$ cat config.mk
export PLATFORM = sky130hd
export DESIGN_NAME = pomodoro_sequencer
export DESIGN_NICKNAME = d
export VERILOG_FILES = /design/src/rtl/pomodoro_pkg.sv /design/src/rtl/pomodoro_cmd_decode.sv /design/src/rtl/pomodoro_sequencer.sv
export SDC_FILE = /design/constraint.sdc
export NUM_CORES = 1
export LEC_CHECK = 0
export ABC_AREA = 1
export CAP_MARGIN = 20
export CORE_ASPECT_RATIO = 0.9
export CORE_MARGIN = 1
export CORE_UTILIZATION = 45
export CTS_CLUSTER_DIAMETER = 120
export DETAILED_ROUTE_END_ITERATION = 8
export MAX_ROUTING_LAYER = met4
export PLACE_DENSITY = 0.8
export SYNTH_ARGS = -nofsm -noshare
export SYNTH_HDL_FRONTEND = slang
export SYNTH_HIERARCHICAL = 1
export SYNTH_SLANG_ARGS = --single-unit
export TNS_END_PERCENT = 1
$ cat constraint.sdc
create_clock -name clk -period 1.58 [get_ports clk]
set_input_delay 0.237 -clock clk [delete_from_list [all_inputs] [get_ports clk]]
set_output_delay 0.237 -clock clk [all_outputs]
set_load 0.02 [all_outputs]
$ cat src/rtl/pomodoro_pkg.sv
// Shared definitions for the pomodoro session controller: FSM states,
// phase encoding, UART command bytes and the work-length lookup.
package pomodoro_pkg;

    typedef enum logic [2:0] {
        IDLE       = 3'd0,
        LOAD_WORK  = 3'd1,
        WORK       = 3'd2,
        WORK_P     = 3'd3,
        LOAD_SHORT = 3'd4,
        LOAD_LONG  = 3'd5,
        BRK        = 3'd6,
        BRK_P      = 3'd7
    } state_t;

    localparam logic [1:0] PHASE_IDLE  = 2'd0;
    localparam logic [1:0] PHASE_WORK  = 2'd1;
    localparam logic [1:0] PHASE_SHORT = 2'd2;
    localparam logic [1:0] PHASE_LONG  = 2'd3;

    localparam logic [7:0] CMD_START = 8'h53;
    localparam logic [7:0] CMD_PAUSE = 8'h50;
    localparam logic [7:0] CMD_ABORT = 8'h52;
    localparam logic [7:0] CMD_SEL0  = 8'h30;
    localparam logic [7:0] CMD_SEL1  = 8'h31;
    localparam logic [7:0] CMD_SEL2  = 8'h32;
    localparam logic [7:0] CMD_SEL3  = 8'h33;

    // Work session length in minutes for each work_sel setting.
    function automatic logic [6:0] work_minutes(input logic [1:0] sel);
        logic [6:0] mins;
        case (sel)
            2'd0:    mins = 7'd25;
            2'd1:    mins = 7'd30;
            2'd2:    mins = 7'd45;
            default: mins = 7'd60;
        endcase
        return mins;
    endfunction

endpackage

$ cat src/rtl/pomodoro_cmd_decode.sv
// Turns the UART RX FIFO head byte into one-hot command strobes and pops
// every byte (known or not) in the same cycle it is presented.
module pomodoro_cmd_decode (
    input  logic       pop_en,
    input  logic       rx_empty,
    input  logic [7:0] r_data,
    output logic       rd_uart,
    output logic       start,
    output logic       pause,
    output logic       abort,
    output logic       sel_valid,
    output logic [1:0] sel
);
    import pomodoro_pkg::*;

    // Decode the head byte; unknown bytes are still popped but raise nothing.
    always_comb begin
        rd_uart   = pop_en & ~rx_empty;
        start     = 1'b0;
        pause     = 1'b0;
        abort     = 1'b0;
        sel_valid = 1'b0;
        sel       = r_data[1:0];
        if (pop_en && !rx_empty) begin
            case (r_data)
                CMD_START: start = 1'b1;
                CMD_PAUSE: pause = 1'b1;
                CMD_ABORT: abort = 1'b1;
                CMD_SEL0, CMD_SEL1, CMD_SEL2, CMD_SEL3: sel_valid = 1'b1;
                default: ;
            endcase
        end
    end

endmodule

$ cat src/rtl/pomodoro_sequencer.sv
// Pomodoro session controller: sequences work / short-break / long-break
// phases, loads the countdown timer and gates its run enable.
// Optional macro AUTO_START_EN: when defined, the end of a break starts the
// next work session directly instead of returning to idle.
module pomodoro_sequencer #(
    parameter int SHORT_BREAK_MIN = 5,
    parameter int LONG_BREAK_MIN  = 15,
    parameter int CYCLES_PER_LONG = 4
) (
    input  logic       clk,
    input  logic       reset_n,
    input  logic       rx_empty,
    input  logic [7:0] r_data,
    output logic       rd_uart,
    input  logic       pause_pedge,
    input  logic       tmr_done,
    output logic       tmr_load,
    output logic [6:0] tmr_min,
    output logic [6:0] tmr_sec,
    output logic       tmr_run,
    output logic [1:0] phase,
    output logic       paused,
    output logic [2:0] cycle_cnt,
    output logic       alarm
);
    import pomodoro_pkg::*;

    localparam logic [6:0] SHORT_MIN   = 7'(SHORT_BREAK_MIN);
    localparam logic [6:0] LONG_MIN    = 7'(LONG_BREAK_MIN);
    localparam logic [2:0] LONG_CYCLES = 3'(CYCLES_PER_LONG);

    logic       cmd_start;
    logic       cmd_pause;
    logic       cmd_abort;
    logic       cmd_sel_valid;
    logic [1:0] cmd_sel;
    logic       pause_any;

    state_t     state;
    state_t     state_next;
    logic [1:0] work_sel;
    logic [1:0] work_sel_next;
    logic [2:0] cnt;
    logic [2:0] cnt_next;
    logic [2:0] cnt_inc;
    logic       long_brk;
    logic       long_brk_next;
    logic [6:0] min_q;
    logic [6:0] min_next;
    logic       alarm_q;
    logic       alarm_next;

    pomodoro_cmd_decode u_decode (
        .pop_en    (reset_n),
        .rx_empty  (rx_empty),
        .r_data    (r_data),
        .rd_uart   (rd_uart),
        .start     (cmd_start),
        .pause     (cmd_pause),
        .abort     (cmd_abort),
        .sel_valid (cmd_sel_valid),
        .sel       (cmd_sel)
    );

    // A 'P' byte and a button edge in the same cycle merge into one toggle.
    assign pause_any = cmd_pause | pause_pedge;
    assign cnt_inc   = (cnt < LONG_CYCLES) ? cnt + 3'd1 : cnt;

    // Next-state logic with priority abort > tmr_done > pause.
    always_comb begin
        state_next    = state;
        work_sel_next = cmd_sel_valid ? cmd_sel : work_sel;
        cnt_next      = cnt;
        long_brk_next = long_brk;
        min_next      = min_q;
        alarm_next    = 1'b0;
        if (cmd_abort) begin
            state_next = IDLE;
            cnt_next   = 3'd0;
        end else begin
            case (state)
                IDLE: begin
                    if (cmd_start || pause_any) begin
                        state_next = LOAD_WORK;
                        min_next   = work_minutes(work_sel_next);
                    end
                end
                LOAD_WORK: state_next = WORK;
                WORK: begin
                    if (tmr_done) begin
                        alarm_next = 1'b1;
                        cnt_next   = cnt_inc;
                        if (cnt_inc == LONG_CYCLES) begin
                            state_next    = LOAD_LONG;
                            min_next      = LONG_MIN;
                            long_brk_next = 1'b1;
                        end else begin
                            state_next    = LOAD_SHORT;
                            min_next      = SHORT_MIN;
                            long_brk_next = 1'b0;
                        end
                    end else if (pause_any) begin
                        state_next = WORK_P;
                    end
                end
                WORK_P: begin
                    if (pause_any) state_next = WORK;
                end
                LOAD_SHORT: state_next = BRK;
                LOAD_LONG: begin
                    state_next = BRK;
                    cnt_next   = 3'd0;
                end
                BRK: begin
                    if (tmr_done) begin
                        alarm_next = 1'b1;
`ifdef AUTO_START_EN
                        state_next = LOAD_WORK;
                        min_next   = work_minutes(work_sel_next);
`else
                        state_next = IDLE;
`endif
                    end else if (pause_any) begin
                        state_next = BRK_P;
                    end
                end
                BRK_P: begin
                    if (pause_any) state_next = BRK;
                end
                default: state_next = IDLE;
            endcase
        end
    end

    // State and datapath registers.
    always_ff @(posedge clk or negedge reset_n) begin
        if (!reset_n) begin
            state    <= IDLE;
            work_sel <= 2'd0;
            cnt      <= 3'd0;
            long_brk <= 1'b0;
            min_q    <= 7'd0;
            alarm_q  <= 1'b0;
        end else begin
            state    <= state_next;
            work_sel <= work_sel_next;
            cnt      <= cnt_next;
            long_brk <= long_brk_next;
            min_q    <= min_next;
            alarm_q  <= alarm_next;
        end
    end

    // Phase report derived from the state and the break type.
    always_comb begin
        case (state)
            LOAD_WORK, WORK, WORK_P: phase = PHASE_WORK;
            LOAD_SHORT:              phase = PHASE_SHORT;
            LOAD_LONG:               phase = PHASE_LONG;
            BRK, BRK_P:              phase = long_brk ? PHASE_LONG : PHASE_SHORT;
            default:                 phase = PHASE_IDLE;
        endcase
    end

    assign tmr_load  = (state == LOAD_WORK) || (state == LOAD_SHORT) || (state == LOAD_LONG);
    assign tmr_run   = (state == WORK) || (state == BRK);
    assign paused    = (state == WORK_P) || (state == BRK_P);
    assign tmr_min   = min_q;
    assign tmr_sec   = 7'd0;
    assign cycle_cnt = cnt;
    assign alarm     = alarm_q;

endmodule

==> impl_metrics.sql, run 1 <==
INSERT INTO impl_metrics (metric_group, metric, value, unit) VALUES
('synthesis', 'yosys_register_bits', '16', ''),
('synthesis', 'synth_seq_area_share', '0.350', ''),
('timing', 'clock-skew-final', '2.56', 'ps'),
('pwr', 'fin_total_pwr', '2.83', 'mW'),
('synthesis', 'post_synth_fa_ha_maj_area_fraction', '0.0109', ''),
('synthesis', 'synth_largest_area_cell', 'sky130_fd_sc_hd__dfrtp_1', ''),
('run_status', 'run_status', 'finished, final reports clean', ''),
('pwr', 'leakagePower', '0.946', 'nW'),
('worst_setup_path', 'crit_path_end_kind', 'register', ''),
('clock_network', 'cts.sink_count', '16', ''),
('route', 'drtIter0Drc', '12', ''),
('clock_network', 'clkSlewWorstSetupHoldPaths', '100', 'ps'),
('route', 'wl_per_cell', '11.6', 'µm'),
('clock_network', 'cts_buffer_depth', '2', ''),
('pwr', 'vdd_drop_max', '0.00132', 'V'),
('finish', 'area_growth', '40.2', '%'),
('global_route', 'overflow', '0', ''),
('place', 'globalplace.congestion', '0.830', ''),
('finish', 'layoutNonFillerInstCount', '240', ''),
('worst_setup_path', 'required_time_at_the_worst_slack_endpoint', '1780', 'ps'),
('route', 'drc', '0', ''),
('floorplan', 'initial_utilization', '0.501', ''),
('finish', 'n_antenna_cell', '0', ''),
('flow_run', 'cap_violations', '0', ''),
('place', 'hpwlAfterDp', '2090', 'µm'),
('route', 'drt-pass1-iter-count', '4', ''),
('place', 'numPlacedInstances', '234', ''),
('timing', 'min_period_over_period', '0.971', ''),
('synthesis', 'number_of_instances_in_the_synthesized_netlist', '170', ''),
('route', 'number_of_routed_nets_with_antenna_violations', '0', ''),
('floorplan', 'floorplan.die.width', '55.1', 'µm'),
('worst_setup_path', 'timing.reg2reg.setup_slack', '160', 'ps'),
('finish', 'mostFrequentLayoutCell', 'sky130_fd_sc_hd__nand2_1', ''),
('finish', 'nFillCells', '204', ''),
('worst_setup_path', 'path_class', 'input port to register', ''),
('global_route', 'antenna_found_initial', '0', ''),
('route', 'routed_via_density', '4.74', ''),
('worst_setup_path', 'worst_r2r_end', 'long_brk', ''),
('timing', 'holdWs', '482', 'ps'),
('timing', 'number_of_pins_with_negative_max_slew_slack_in_the_final_report', '0', ''),
('min_path', 'hp-class', 'input port to asynchronous set/reset pin', ''),
('synthesis', 'xor_and_xnor_area_share_after_synthesis', '0', ''),
('clock_network', 'cts_htree_levels', '1', ''),
('worst_setup_path', 'worst_r2r_path_depth', '8', ''),
('timing', 'rsz_0062_raised_after_global_routing', 'true', ''),
('timing', 'final-hold-violation-count', '0', ''),
('floorplan', 'placement_rows', '16', ''),
('route', 'drt_wl_total', '2780', 'µm'),
('synthesis', 'yosysUniqueCellTypes', '27', ''),
('synthesis', 'post_synthesis_mux_area_share', '0', ''),
('global_route', 'number_of_global_route_vias_before_repair', '1115', ''),
('floorplan', 'die-area', '0.00275', 'mm²'),
('synthesis', 'synth_top_family_by_area', 'simple AND/OR/NAND/NOR gates', ''),
('finish', 'nets', '228', ''),
('place', 'port_buffers', '28', ''),
('clock_network', 'tritoncts_clock_tree', 'yes', ''),
('synthesis', 'synth_largest_type_area_fraction', '0.350', ''),
('global_route', 'maximum_number_of_pins_on_one_net_before_global_route_repair', '17', ''),
('finish', 'post_route_cells_drive_above_1_share', '0.254', ''),
('clock_network', 'clockRootBuffer', 'sky130_fd_sc_hd__clkbuf_4', ''),
('worst_setup_path', 'critPathLaunchType', 'input port', ''),
('clock_network', 'insertion_delay', '290', 'ps'),
('synthesis', 'synth_compound_area_frac', '0.0470', ''),
('worst_setup_path', 'cp.arrival', '1730', 'ps'),
('finish', 'utilization', '0.702', ''),
('timing', 'period_minus_slack', '1530', 'ps'),
('route', 'route.vias.total', '1137', ''),
('floorplan', 'boundaryPins', '37', ''),
('global_route', 'groute.usage.overall', '0.230', ''),
('timing', 'max_freq', '652', 'MHz'),
('synthesis', 'synthSimpleGateAreaFrac', '0.405', '');
==> registers in the layout, summed over array words and instances, names as in the netlist <==
signal and flops:
tmr_min 6, work_sel 2, state 3, long_brk 1
cycle_cnt 3, alarm 1
==> worst max path at each step <==
stage	from	endpoint	cells after the start
floorplan	reset_n	tmr_min[1]	11
global placement	rx_empty	tmr_min[1]	14
detailed placement	reset_n	tmr_min[1]	12
CTS	state[0]	tmr_run	4
global route	r_data[6]	tmr_min[0]	13
finish	r_data[6]	tmr_min[0]	13
==> kinds of logic after synthesis <==
family                     count (synthesis)
AOI/OAI and AO/OA                          9
buffers and inverters                     44
other                                      1
adders and majority gates                  1
DFF                                       16
and+or+nand+nor                           99
==> power by group <==
group / internal [mW] / switching (mW)
Combinational: 0.738 / 1.06
Clock: 0.141 / 0.143
Sequential: 0.590 / 0.159
==> cell type report <==
| cell class | instances | area (µm²) | share of cell area |
|---|---|---|---|
| clock buffer | 4 | 36.3 | 0.0226 |
| tap | 27 | 33.8 | 0.0211 |
| sequential | 16 | 403 | 0.251 |
| multi-input combinational | 117 | 596 | 0.372 |
| inverter | 31 | 119 | 0.0742 |
| timing repair buffer | 45 | 415 | 0.259 |
==> metrics by stage <==
stage	area [µm²]	worst slack, ps
2_1_floorplan	1170	241
3_3_place_gp	1510	-192
3_5_place_dp	1510	-264
4_1_cts	1540	19.2
5_1_grt	1600	-56.4
6_report	1600	46.3
==> what timing repair did <==
action | CTS | global route
pin swaps | 0 | 11
setup buffers | 0 | 1
hold buffers | 0 | 1
gates cloned | 0 | 0
endpoints found under the hold margin | 0 | 16
setup endpoints to repair | 9 | 10
resized for setup | 13 | 26
==> layer usage <==
layer	routed length (µm)	global-route usage	up-vias	share of wire
li1	-	-	579	-
met1	1130	0.246	514	0.41
met2	1450	0.382	35	0.52
met3	134	0.0679	9	0.048
met4	61	0.100	0	0.022
met5	0	-	-	0
==> cells in the mapped netlist (all sizes together) <==
cell type  count
nand2         60
inv           31
nor2          24
dfrtp         16
buf           12
nand3          8
a21oi          4
nor3           4
o21ai          3
nand4          2
a211oi         1
clkbuf         1
conb           1
ha             1
o31ai          1
or2            1
==> worst max-delay path, cell delays in order <==
cell and delay (ps):
sky130_fd_sc_hd__clkdlybuf4s50_1 500, sky130_fd_sc_hd__nand2_1 90, sky130_fd_sc_hd__nor2_2 110, sky130_fd_sc_hd__nand2_2 80
sky130_fd_sc_hd__nor2_1 100, sky130_fd_sc_hd__nor2_1 60, sky130_fd_sc_hd__nand2_1 100, sky130_fd_sc_hd__o21ai_2 70
sky130_fd_sc_hd__buf_6 130, sky130_fd_sc_hd__inv_2 60, sky130_fd_sc_hd__nand2_4 80, sky130_fd_sc_hd__nand2_2 70
sky130_fd_sc_hd__nand2_1 50
No activity file was read; power rests on OpenSTA's default activity.
==> inputs of run 2 (changes only) <==
--- a/config.mk
+++ b/config.mk
@@ -13,7 +13,7 @@
 export CTS_CLUSTER_DIAMETER = 120
 export DETAILED_ROUTE_END_ITERATION = 8
 export MAX_ROUTING_LAYER = met4
-export PLACE_DENSITY = 0.8
+export PLACE_DENSITY = 0.78
 export SYNTH_ARGS = -nofsm -noshare
 export SYNTH_HDL_FRONTEND = slang
 export SYNTH_HIERARCHICAL = 1
==> impl_metrics.sql, run 2 (synthesized netlist as in run 1, its figures left out) <==
INSERT INTO impl_metrics (metric_group, metric, value, unit) VALUES
('run_status', 'run_status', 'finished, final reports clean', ''),
('route', 'met1_length', '1180', 'µm'),
('clock_network', 'insertion_delay', '290', 'ps'),
('timing', 'rsz_0062_raised_after_global_routing', 'true', ''),
('worst_setup_path', 'r2r-start', 'cycle_cnt[0]', ''),
('route', 'drt_wl_total', '2750', 'µm'),
('route', 'number_of_routed_nets_with_antenna_violations', '0', ''),
('finish', 'area_growth', '40.9', '%'),
('global_route', 'antenna_found_initial', '0', ''),
('flow_run', 'cap_violations', '0', ''),
('route', 'drt-pass1-iter-count', '4', ''),
('floorplan', 'placement_rows', '16', ''),
('global_route', 'overflow', '0', ''),
('worst_setup_path', 'required_time_at_the_worst_slack_endpoint', '1820', 'ps'),
('route', 'route.met2.wl', '1430', 'µm'),
('route', 'drtIter0Drc', '16', ''),
('pwr', 'pwr_density_cell', '1760', 'mW/mm²'),
('worst_setup_path', 'critPathLaunchType', 'input port', ''),
('place', 'port_buffers', '28', ''),
('place', 'hpwlAfterDp', '2040', 'µm'),
('finish', 'n_antenna_cell', '0', ''),
('pwr', 'leakagePower', '0.925', 'nW'),
('timing', 'period_minus_slack', '1520', 'ps'),
('finish', 'mostFrequentLayoutCell', 'sky130_fd_sc_hd__nand2_1', ''),
('timing', 'final-hold-violation-count', '0', ''),
('worst_setup_path', 'worst_r2r_end', 'state[0]', ''),
('route', 'route.vias.total', '1161', ''),
('worst_setup_path', 'path_class', 'input port to register', ''),
('floorplan', 'die_height', '49.8', 'µm'),
('worst_setup_path', 'critical-path-top-cell-by-count', 'sky130_fd_sc_hd__nand2_1', ''),
('worst_setup_path', 'crit_path_end_kind', 'register', ''),
('finish', 'nFillCells', '207', ''),
('global_route', 'grt_pass1_wl', '4400', 'µm'),
('pwr', 'fin_total_pwr', '2.84', 'mW'),
('clock_network', 'cts_buffer_depth', '2', ''),
('worst_setup_path', 'critPathMaxFanout', '6', ''),
('worst_setup_path', 'cp.arrival', '1760', 'ps'),
('clock_network', 'cts.sink_count', '16', ''),
('worst_setup_path', 'crit_slowest_cell', 'sky130_fd_sc_hd__clkdlybuf4s50_1', ''),
('route', 'wl_per_cell', '11.3', 'µm'),
('floorplan', 'floorplan.die.width', '55.1', 'µm'),
('timing', 'timing.final.setup_violations', '0', ''),
('worst_setup_path', 'timing.reg2reg.setup_slack', '80', 'ps'),
('route', 'drc', '0', ''),
('route', 'route.met3.wl', '128', 'µm'),
('clock_network', 'cts_buffer_count', '3', ''),
('global_route', 'maximum_number_of_pins_on_one_net_before_global_route_repair', '17', ''),
('timing', 'clock-skew-final', '4.94', 'ps'),
('floorplan', 'die-area', '0.00275', 'mm²'),
('timing', 'min_period_over_period', '0.961', ''),
('worst_setup_path', 'cp_slowest_stage_delay', '450', 'ps'),
('clock_network', 'clockRootBuffer', 'sky130_fd_sc_hd__clkbuf_4', ''),
('finish', 'largest_register_ffs', '6', ''),
('min_path', 'hp-class', 'input port to asynchronous set/reset pin', ''),
('clock_network', 'clkSlewWorstSetupHoldPaths', '100', 'ps'),
('global_route', 'number_of_global_route_vias_before_repair', '1049', ''),
('finish', 'post_route_cells_drive_above_1_share', '0.256', ''),
('floorplan', 'core-area', '0.00228', 'mm²'),
('worst_setup_path', 'worstPathCellList', 'clkdlybuf4s50_1 > inv_1 > nand2_1 > nor2_1 > nand2_2 > nor2_4 > nor2_2 > nand2_2 > o21ai_2 > buf_6 > inv_2 > nand2_4 > nand2_1 > nand2_1', ''),
('timing', 'number_of_pins_with_negative_max_slew_slack_in_the_final_report', '0', ''),
('finish', 'highest_count_cells_in_the_layout_ignoring_fill_and_taps', 'sky130_fd_sc_hd__nand2_1, sky130_fd_sc_hd__inv_1, sky130_fd_sc_hd__buf_4', ''),
('route', 'top_layer', 'met4', ''),
('clock_network', 'cts_htree_levels', '1', ''),
('global_route', 'groute.usage.overall', '0.227', ''),
('finish', 'nets', '230', ''),
('worst_setup_path', 'worst_r2r_path_depth', '8', ''),
('pwr', 'vdd_drop_max', '0.00119', 'V'),
('place', 'globalplace.congestion', '0.860', ''),
('floorplan', 'initial_utilization', '0.501', ''),
('timing', 'tns', '0', 'ps'),
('route', 'routed_via_density', '4.80', ''),
('timing', 'max_freq', '658', 'MHz'),
('floorplan', 'boundaryPins', '37', ''),
('clock_network', 'tritoncts_clock_tree', 'yes', '');
## run 2: routing by layer
layer,GRT usage,vias up
met3,0.0617,2
met1,0.256,543
met5,-,-
li1,-,581
met2,0.394,35
met4,0.0417,0
## run 2: worst max path at each step
stage | startpoint | slack (ps) | depth (start not counted) | to
after global placement | rx_empty | -190 | 14 | tmr_min[1]
after CTS | reset_n | 9 | 12 | tmr_min[1]
final | r_data[3] | 60 | 14 | tmr_min[1]
after detailed placement | reset_n | -310 | 12 | tmr_min[1]
after global routing | r_data[3] | -40 | 14 | tmr_min[5]
after floorplan | reset_n | 240 | 11 | tmr_min[1]
## run 2: stage by stage
step	hold WS (ps)	cells	utilization	instance area, µm²	setup slack [ps]
6_report	482	242	0.706	1610	61.1
5_1_grt	512	242	0.706	1610	-40.9
4_1_cts	318	240	0.678	1550	8.92
3_5_place_dp	466	236	0.666	1520	-307
3_3_place_gp	453	236	0.666	1520	-188
2_1_floorplan	-58.6	177	-	1170	241
## run 2: final cells by class
| type | count | area, µm² | share of cell area |
|---|---|---|---|
| well taps | 27 | 33.8 | 0.0210 |
| flip-flops and latches | 16 | 400 | 0.248 |
| repair buffers | 47 | 418 | 0.259 |
| clock buffers | 4 | 36.3 | 0.0225 |
| inverters | 31 | 119 | 0.0738 |
| multi-input cells | 117 | 604 | 0.375 |
## run 2: repair_timing
action | in CTS | in global routing
setup buffers | 0 | 1
pin swaps | 0 | 8
resized for setup | 10 | 26
hold buffers | 0 | 1
hold endpoints to repair | 0 | 16
setup endpoints to repair | 9 | 12
## run 2: report_power, final
group          internal [mW]  switching (mW)
clock                  0.140           0.138
sequential             0.585           0.137
combinational          0.759            1.09
## run 2: critical path: cells and delay by family
kind                   cells  cell delay [ps]
and+or+nand+nor            9              700
buffers and inverters      4              670
AOI/OAI and AO/OA          1              140
==> RTL edit: new RTL, config.mk and constraints of run 2 <==
The option `AUTO_START_EN` is turned on by a define.
--- a/src/rtl/pomodoro_sequencer.sv
+++ b/src/rtl/pomodoro_sequencer.sv
@@ -2,6 +2,8 @@
 // phases, loads the countdown timer and gates its run enable.
 // Optional macro AUTO_START_EN: when defined, the end of a break starts the
 // next work session directly instead of returning to idle.
+`define AUTO_START_EN
+
 module pomodoro_sequencer #(
     parameter int SHORT_BREAK_MIN = 5,
     parameter int LONG_BREAK_MIN  = 15,
Behaviour: not the same (Yosys sat finds a counterexample within 10 cycles, from zero or initial values and one cycle with reset_n low).
==> RTL edit against run 2 <==
  * Worst setup slack worse by 10 ps
  * Sequential cell count stayed put
  * Area after synthesis is 6.6% lower
  * Largest cell class unchanged
  * Maximum frequency is 0.66% lower
  * Clock skew is 0.58 ps higher
  * Utilization is 3.1 points lower
  * Power is 7.8% lower
  * Final area is 7.8% lower
  * Critical endpoint is now tmr_run
  * Wire length is 14% lower
==> RTL edit: results (changes against run 2) <==
outcome:
  outcome: "complete, no violations"
placement:
  pre_cts_ws_ps: -274  # +32.9 ps
  dpl_cell_area_um2: 1440  # -5.1%
  place_congestion: 0.949  # +10%
  port-buffer-count: 28  # unchanged
  dp_hpwl_um: 1860  # -8.8%
grt:
  grt_pass1_vias: 894  # -15%
  grt_pass1_wl_um: 3660  # -17%
  grt_max_degree: 17  # unchanged
  grt_antenna_before_repair: 0  # unchanged
  gr-usage-all-layers_pct: 20.9  # -1.8 points
clock_network:
  cts-root-buf: "clkbuf_4"
  path_clk_slew_ps: 100  # about the same
  clock_tree.buffer_depth: 2  # unchanged
  numCtsBuffers: 3  # unchanged
  clk_latency_ps: 300
  htree_num_levels: 1  # unchanged
pwr:
  power_leakage_uw: 0.000811  # -12%
  peakVddDrop_mv: 1.18  # -1.3%
synth:
  synthTopCellsByArea: "dfrtp_1 37%, nand2_1 15%, buf_4 7.7%, inv_1 6.7%, nor2_1 4.6%"
  seq_area_frac_synth_pct: 37.5  # +2.5 points
  synthTopCellsByCount: "43 x nand2_1, 19 x inv_1, 16 x dfrtp_1, 13 x nor2_1, 11 x buf_4"
  synth.distinct_cells: 30  # +11%
  yosysWarnings: 6  # unchanged
detailed_routing:
  drt_iter0_drc: 30  # +14
  viasPerCell: 4.82  # +0.55%
  wl_per_cell_um: 10.9  # -4.0%
  dr.pass1.iters: 5  # +1
layout:
  layout-drive-gt1-share_pct: 21.2  # -4.4 points
  fin_nets: 204  # -11%
  fillers: 197  # -4.8%
  largest_register_ffs: 6  # unchanged
worst_setup_path:
  reg2regPathDepth: 9  # +1
  slowest_stage: "dfrtp_1"
  crit_fanout: 4  # -2
  critical-path-top-delay-family: "buffers and inverters"
  crit_arrival_ps: 1290  # -470 ps
  cp_slowest_stage_delay_ps: 400  # -50 ps
sta:
  fin_skew_ps: 5.53  # +0.582 ps
worst_hold_path:
  hp-class: "in -> async"
[RTL edit: changes by cell type after synthesis, moves of 2 or more]
cell     change
inv_1        -8
nand2_1     -12
nand2_2      -2
nand2_4      -2
nor2_1       -4
nor3_1       -2
o21a_1       +2
[RTL edit: cells by family after synthesis]
logic type                 share of synthesized area [%]
buffers and inverters                               16.4
AOI/OAI and AO/OA                                   9.72
other                                              0.351
DFF                                                 37.5
and+or+nand+nor                                     34.1
xor gates and xnor gates                           0.820
adders and majority gates                           1.17
[RTL edit: cell type report]
class                      instances  area share [%]
multi-input combinational        101            35.9
sequential                        16            26.9
timing repair buffer              45            26.5
inverter                          23            5.98
clock buffer                       4            2.44
tap                               27            2.27
[RTL edit: through the flow]
stage	cells	total power [uW]	util [%]	hold slack, ps
floorplan	152	1710	-	-58.6
CTS	215	2610	66.8	317
global placement	211	2330	65.5	457
finish	216	2620	67.5	311
detailed placement	211	2390	65.5	458
global route	216	2820	67.5	333
[RTL edit: final timing paths]
check / start / to / slack [ps]
setup / recovery: state[0] / tmr_run / 50
hold reg to reg: tmr_min[4] / tmr_min[4] / 480
setup reg to reg: state[2] / state[0] / 170
min in group clk: tmr_min[4] / tmr_min[4] / 480
hold / removal: reset_n / alarm / 310
max in group asynchronous: reset_n / tmr_min[1] / 1080
[RTL edit: metal layers]
| metal | up-vias | track usage, % | share of wire, % |
|---|---|---|---|
| met2 | 51 | 35.8 | 49 |
| met4 | 0 | 6.32 | 1.1 |
| met3 | 4 | 6.85 | 7.9 |
| met5 | - | - | 0 |
| li1 | 521 | - | - |
| met1 | 466 | 23.4 | 42 |
[RTL edit: worst reg2reg max path, cell delays in order (launching register included)]
cell     delay, ps
dfrtp_1        420
buf_4          150
nor2_2         110
buf_4          120
nand2_1        130
inv_2          110
nand3_1        100
nand2_1         90
nor2_1          40
nor2_1          80
[RTL edit: what timing repair did]
item / CTS / global route
pin swaps: 0 / 1
buffers inserted: 0 / 1
setup endpoints to repair: 8 / 9
resized for setup: 10 / 10
[RTL edit: power by group]
part	switching (uW)	leakage [uW]	internal [uW]	total, uW
clock network	138	0.0000210	141	278
logic	957	0.000591	715	1670
registers	103	0.000199	568	671
